$ cat src/rtl/rx_sched_pkg.sv
// Shared types and helpers for the RX write scheduler: FSM states, the
// default FIFO guard margin and the frame word-count calculation.
package rx_sched_pkg;

    typedef enum logic [1:0] {
        ST_IDLE  = 2'd0,
        ST_WRITE = 2'd1,
        ST_STALL = 2'd2
    } sched_state_t;

    localparam int MARGIN_DEFAULT = 4;

    // FIFO words needed for one frame. In 8-bit mode two channels share a
    // word, so an odd channel count rounds up. The result is clamped to 8
    // so an out-of-range channel count can never outrun the 3-bit word index.
    function automatic logic [3:0] calc_words(input logic [3:0] channels,
                                              input logic       mode8);
        logic [4:0] half_up;
        logic [3:0] words;
        half_up = {1'b0, channels} + 5'd1;
        words   = mode8 ? half_up[4:1] : channels;
        return (words > 4'd8) ? 4'd8 : words;
    endfunction

endpackage

$ cat src/rtl/rx_write_scheduler_if.sv
// Sample-frame / FIFO-write bus between the receive datapath and the RX FIFO.
// The scheduler owns the write side (master); the datapath/FIFO side is slave.
interface rx_write_scheduler_if #(
    parameter int LVL_W = 12
);
    logic             rxstrobe;
    logic [3:0]       channels;
    logic             mode8;
    logic [LVL_W-1:0] wrusedw;
    logic             wrfull;
    logic             wrreq;
    logic [2:0]       sel;
    logic             first_word;

    modport master (
        input  rxstrobe, channels, mode8, wrusedw, wrfull,
        output wrreq, sel, first_word
    );

    modport slave (
        output rxstrobe, channels, mode8, wrusedw, wrfull,
        input  wrreq, sel, first_word
    );
endinterface

$ cat src/rtl/sat_counter16.sv
// 16-bit event counter that saturates at all-ones. A clear coinciding with
// an increment leaves the count at 1 so the new event is not lost.
module sat_counter16 (
    input  logic        rxclk,
    input  logic        reset,
    input  logic        clr,
    input  logic        inc,
    output logic [15:0] count
);

    function automatic logic [15:0] sat_inc(input logic [15:0] value);
        return (value == 16'hFFFF) ? value : value + 16'd1;
    endfunction

    // Count update: reset, then clear (keeping a simultaneous event), then increment.
    always_ff @(posedge rxclk) begin
        if (reset) begin
            count <= 16'd0;
        end else if (clr) begin
            count <= inc ? 16'd1 : 16'd0;
        end else if (inc) begin
            count <= sat_inc(count);
        end
    end

endmodule

$ cat src/rtl/rx_write_scheduler.sv
// Schedules the per-frame burst of FIFO writes for received sample frames.
// A frame is accepted only if the whole frame (plus a guard margin for
// wrusedw lag) fits in the FIFO; otherwise it is dropped and counted.
module rx_write_scheduler
    import rx_sched_pkg::*;
#(
    parameter int FIFO_DEPTH = 4096,
    parameter int LVL_W      = 12,
    parameter int MARGIN     = MARGIN_DEFAULT
) (
    input  logic                 rxclk,
    input  logic                 reset,
    input  logic                 enable,
    input  logic                 clear_status,
    rx_write_scheduler_if.master bus,
    output logic                 busy,
    output logic                 overrun,
    output logic [15:0]          drop_count
);

    sched_state_t state;
    logic [2:0]   sel_q;
    logic [3:0]   words_q;

    logic [3:0]   words_new;
    logic [31:0]  space_need;
    logic         space_ok;
    logic         strobe_live;
    logic         write_now;
    logic         last_word;
    logic         accept;
    logic         drop;

    // Frame qualification: live strobe, space check, write and last-word detect.
    always_comb begin
        words_new   = calc_words(bus.channels, bus.mode8);
        space_need  = 32'(bus.wrusedw) + 32'(words_new) + 32'(MARGIN);
        space_ok    = !bus.wrfull && (space_need <= 32'(FIFO_DEPTH));
        strobe_live = bus.rxstrobe && enable && (words_new != 4'd0);
        write_now   = (state != ST_IDLE) && !bus.wrfull;
        last_word   = write_now && (({1'b0, sel_q} + 4'd1) == words_q);
        accept      = strobe_live && space_ok && ((state == ST_IDLE) || last_word);
        drop        = strobe_live && !accept;
    end

    // Write strobes decode the state; reset suppresses a write in the reset cycle itself.
    assign bus.wrreq      = write_now && !reset;
    assign bus.first_word = bus.wrreq && (sel_q == 3'd0);
    assign bus.sel        = sel_q;

    // Frame FSM: accept, write words in order, stall while the FIFO is full.
    always_ff @(posedge rxclk) begin
        if (reset) begin
            state   <= ST_IDLE;
            sel_q   <= 3'd0;
            words_q <= 4'd0;
            busy    <= 1'b0;
        end else if (accept) begin
            state   <= ST_WRITE;
            sel_q   <= 3'd0;
            words_q <= words_new;
            busy    <= 1'b1;
        end else begin
            case (state)
                ST_WRITE, ST_STALL: begin
                    if (bus.wrfull) begin
                        state <= ST_STALL;
                    end else if (last_word) begin
                        state <= ST_IDLE;
                        sel_q <= 3'd0;
                        busy  <= 1'b0;
                    end else begin
                        state <= ST_WRITE;
                        sel_q <= sel_q + 3'd1;
                    end
                end
                default: begin
                    state <= ST_IDLE;
                end
            endcase
        end
    end

    // Sticky overrun: a drop in the same cycle as a clear keeps the flag set.
    always_ff @(posedge rxclk) begin
        if (reset) begin
            overrun <= 1'b0;
        end else if (drop) begin
            overrun <= 1'b1;
        end else if (clear_status) begin
            overrun <= 1'b0;
        end
    end

    sat_counter16 u_drop_counter (
        .rxclk (rxclk),
        .reset (reset),
        .clr   (clear_status),
        .inc   (drop),
        .count (drop_count)
    );

endmodule

$ cat src/flat_wrapper.sv
// flat-port wrapper written by rule: the top's interface ports become plain ports
module rx_write_scheduler_flat import rx_sched_pkg::*;
#(
    parameter int FIFO_DEPTH = 4096,
    parameter int LVL_W      = 12,
    parameter int MARGIN     = MARGIN_DEFAULT
)
  (rxclk, reset, enable, clear_status, busy, overrun, drop_count, bus_rxstrobe, bus_channels, bus_mode8, bus_wrusedw, bus_wrfull, bus_wrreq, bus_sel, bus_first_word);
  rx_write_scheduler_if #(.LVL_W(LVL_W)) bus_i ();
  input  logic rxclk;
  input  logic reset;
  input  logic enable;
  input  logic clear_status;
  output logic busy;
  output logic overrun;
  output logic [15:0] drop_count;
  input wire logic [$bits(bus_i.rxstrobe)-1:0] bus_rxstrobe;
  input wire logic [$bits(bus_i.channels)-1:0] bus_channels;
  input wire logic [$bits(bus_i.mode8)-1:0] bus_mode8;
  input wire logic [$bits(bus_i.wrusedw)-1:0] bus_wrusedw;
  input wire logic [$bits(bus_i.wrfull)-1:0] bus_wrfull;
  output wire logic [$bits(bus_i.wrreq)-1:0] bus_wrreq;
  output wire logic [$bits(bus_i.sel)-1:0] bus_sel;
  output wire logic [$bits(bus_i.first_word)-1:0] bus_first_word;
  assign bus_i.rxstrobe = bus_rxstrobe;
  assign bus_i.channels = bus_channels;
  assign bus_i.mode8 = bus_mode8;
  assign bus_i.wrusedw = bus_wrusedw;
  assign bus_i.wrfull = bus_wrfull;
  assign bus_wrreq = bus_i.wrreq;
  assign bus_sel = bus_i.sel;
  assign bus_first_word = bus_i.first_word;
  rx_write_scheduler #(.FIFO_DEPTH(FIFO_DEPTH), .LVL_W(LVL_W), .MARGIN(MARGIN)) u_core (.rxclk(rxclk), .reset(reset), .enable(enable), .clear_status(clear_status), .bus(bus_i), .busy(busy), .overrun(overrun), .drop_count(drop_count));
endmodule
$ cat config.mk
export PLATFORM = sky130hd
export DESIGN_NAME = rx_write_scheduler_flat
export DESIGN_NICKNAME = d
export VERILOG_FILES = /design/src/rtl/rx_sched_pkg.sv /design/src/rtl/rx_write_scheduler_if.sv /design/src/rtl/sat_counter16.sv /design/src/rtl/rx_write_scheduler.sv /design/src/flat_wrapper.sv
export SDC_FILE = /design/constraint.sdc
export NUM_CORES = 1
export LEC_CHECK = 0
export CAP_MARGIN = 20
export CORE_MARGIN = 3
export CORE_UTILIZATION = 50
export CTS_BUF_LIST = sky130_fd_sc_hd__clkbuf_16
export CTS_CLUSTER_DIAMETER = 30
export CTS_CLUSTER_SIZE = 10
export DETAILED_ROUTE_END_ITERATION = 7
export PLACE_DENSITY_LB_ADDON = 0.15
export SLEW_MARGIN = 30
export SYNTH_ARGS = -nofsm -noshare
export SYNTH_HDL_FRONTEND = slang
export SYNTH_HIERARCHICAL = 1
export SYNTH_SLANG_ARGS = --single-unit
$ cat constraint.sdc
create_clock -name rxclk -period 13.25 [get_ports rxclk]
set_input_delay 2.65 -clock rxclk [delete_from_list [all_inputs] [get_ports rxclk]]
set_output_delay 2.65 -clock rxclk [all_outputs]
set_load 0.05 [all_outputs]
==> flow_metrics.tcl <==
set metrics [dict create \
    status "finished, final reports clean" \
    path_clk_slew_ns 0.07 \
    syn_area_sq_mm 0.00194 \
    synthTopCellsByCount "dfxtp_1 (27), a21oi_1 (24), nand2_1 (17)" \
    vias_per_cell 6.07 \
    worstPathCellList "clkdlybuf4s50_1 > nor3_1 > and3b_1 > clkdlybuf4s50_1" \
    area_growth_syn_to_layout_pct 29.5 \
    min_path_type "reg2reg" \
    setup_viol 0 \
    synth_cell_types 54 \
    r2r_end "u_core/u_drop_counter/count[15]" \
    reg2reg_setup_slack_ns 9.84 \
    max_freq_mhz 137 \
    synthFlopType "dfxtp_1" \
    crit_path_frequent_cell "clkdlybuf4s50_1" \
    dp_hpwl_microns 3470 \
    async_flop_share 0 \
    routabilityCongestion 0.898 \
    critical_path_class "in2out" \
    sequentialPowerShare 0.433 \
    grt_pass1_wl_microns 7780 \
    slew_violations 0 \
    synth_seq_cells 27 \
    internal_power_w 0.000142 \
    antenna_left 0 \
    cp_slowest_cell "clkdlybuf4s50_1" \
    cts_sinks 27 \
    yosysMostFrequentCell "dfxtp_1" \
    power_leakage_nw 0.847 \
    p_clk_frac 0.363 \
    ios 46 \
    period_minus_slack_ns 7.30 \
    reg2reg_depth 12 \
    route.detailed.drc 0 \
    use_met1 0.272 \
    holdPathEnd "u_core/words_q[0]" \
    fp.dieW_microns 68.4 \
    reg2reg_from "u_core/bus.sel[0]" \
    cts_tree "built" \
    ir_drop_mv 0.0416 \
    synth_top_area_share 0.278 \
    holdPathStages 2 \
    max_slew_margin 0.604 \
    start_util 0.523 \
    holdWs_ns 0.495 \
    ys_seq_area_frac 0.278 \
    antenna_found_initial 0 \
    gr-total-overflow 0 \
    first_global_vias 1771 \
    yosys.area.top_type "dfxtp_1" \
    path_max_fanout 18 \
    layout-drive-gt1-share 0.0845 \
    critical_path.startpoint "reset" \
    wl_per_cell_microns 13.8 \
    fp.dieH_microns 68.4 \
    worst_slew_pin_slew_ns 0.590 \
    fin_tns_setup_ns 0 \
    cts_max_path_buffers 2 \
    crit_path_end_kind "output pin" \
    hp-start "u_core/words_q[0]" \
    cts-root-buf "clkbuf_16" \
    use_met2 0.357 \
    syn_nets 277 \
    fin_nets 322 \
    top_usage_layer "met2" \
    num_vias 2015 \
    rsz0062_at_grt "false" \
    cts_setup_buffers 0 \
    p_sw_w 0.0000515 \
    grt_max_degree 19 \
    h-tree-depth 1 \
    wirelength_microns 4580 \
    synth_edf_count 0 \
    slowest_delay_ns 0.79 \
    worst_ep_required_time_ns 10.60 \
    share_comb_of_total_power 0.204 \
    post_cts_resized 0 \
    cp_data_arrival_time_ns 4.65 \
    postSynthCellCount 240 \
    cap_violations 0 \
    fp.dieArea_sq_mm 0.00467 \
    ys_warn_count 6 \
    portBuffers 45 \
    antenna_cells 0 \
    cts_inserted_buffers 3 \
    power_density_mw_per_mm2 76.7 \
    drt_iter0_markers 100 \
    syn_area_per_cell_sq_um 8.10 \
    ys_top_cells_by_area "dfxtp_1 (28%), ha_1 (8.4%), a21oi_1 (6.2%), o31ai_1 (3.9%), or4_1 (3.5%)" \
    dr.pass1.iters 5 \
    worstSkewPairLatency_ns 0.26 \
    num_rows 22 \
    grt_use_met3 0.0345 \
    core-area_sq_mm 0.00372 \
    min_period_over_period 0.551 \
    hold_buffers 0 \
    switching_share 0.267 \
    finalHoldViolations 0 \
    clock_skew_ns 0.00153 \
    start_kind "primary input" \
    grt_usage 0.214 \
]
==> how the worst max path moves through the flow <==
stage	endpoint	cells after the start
final	bus_first_word	4
after detailed placement	u_core/u_drop_counter/count[15]	18
after CTS	bus_first_word	4
after global routing	u_core/u_drop_counter/count[15]	18
after floorplan	bus_first_word	2
after global placement	bus_first_word	4
==> state kept, by name, summed over array words and instances, names as in the netlist <==
register                     flops
u_core/bus.sel                   3
u_core/busy                      1
u_core/overrun                   1
u_core/words_q                   4
u_core/u_drop_counter/count     16
u_core/state                     2
==> critical path, delay by kind of cell <==
kind          cells  cell delay [ns]
buf+inv           2             1.50
simple gates      2             0.50
==> routing by layer <==
| metal | vias up | share of wire | wire (microns) |
|---|---|---|---|
| met5 | - | 0 | 0 |
| met2 | 51 | 0.48 | 2190 |
| li1 | 1013 | - | - |
| met4 | 0 | 0.021 | 98 |
| met3 | 10 | 0.045 | 205 |
| met1 | 941 | 0.45 | 2080 |
==> final cells by class <==
type	count	area, sq um
clock buffers	3	75.1
clock inverters	1	7.51
fillers	309	1200
inverters	16	60.1
multi-input cells	191	1320
flip-flops and latches	27	541
well taps	48	60.1
repair buffers	46	458
==> stage by stage <==
step	setup WS (ns)	total power, W	utilization	area [sq um]	cells
after global placement	5.95	0.000124	0.656	2440	328
after floorplan	6.23	0.000110	-	1940	240
final	5.95	0.000193	0.678	2520	332
after detailed placement	5.83	0.000125	0.656	2440	328
after global routing	5.71	0.000202	0.678	2520	332
after CTS	5.94	0.000195	0.678	2520	332
==> power groups by stage <==
stage          clock network, W  registers, W  logic [W]
5_1_grt               0.0000741     0.0000839  0.0000437
4_1_cts               0.0000718     0.0000837  0.0000392
6_report              0.0000701     0.0000837  0.0000394
2_1_floorplan                 0     0.0000877  0.0000224
3_3_place_gp                  0     0.0000855  0.0000385
3_5_place_dp                  0     0.0000856  0.0000391
==> cell families after synthesis <==
kind of cell | count (synthesis) | synth area share
adders and majority gates | 14 | 0.0940
AOI/OAI and AO/OA | 71 | 0.254
xor gates and xnor gates | 6 | 0.0270
DFF | 27 | 0.278
muxes | 4 | 0.0206
buffers and inverters | 22 | 0.0444
and+or+nand+nor | 96 | 0.283
==> cell usage in the layout (no fill, tap or decap), types with 3 or more instances in the layout <==
| cell | netlist | routed |
|---|---|---|
| clkbuf_16 | 0 | 3 |
| or2_2 | 3 | 3 |
| a211oi_1 | 4 | 4 |
| a31oi_1 | 3 | 3 |
| nand2b_1 | 3 | 3 |
| clkdlybuf4s50_1 | 0 | 45 |
| a211o_1 | 3 | 3 |
| nand4_1 | 6 | 6 |
| ha_1 | 13 | 13 |
| dfxtp_1 | 27 | 27 |
| or4_1 | 9 | 9 |
| xnor2_1 | 4 | 4 |
| nor4_1 | 5 | 5 |
| inv_1 | 15 | 15 |
| o31ai_1 | 10 | 10 |
| nor3_1 | 8 | 8 |
| nor2_1 | 15 | 15 |
| nand3_1 | 13 | 13 |
| nand2_1 | 17 | 17 |
| mux2i_1 | 4 | 4 |
| nand3b_1 | 3 | 3 |
| a21oi_1 | 24 | 24 |
| o21ai_0 | 8 | 8 |
No activity file was read; power rests on OpenSTA's default activity.
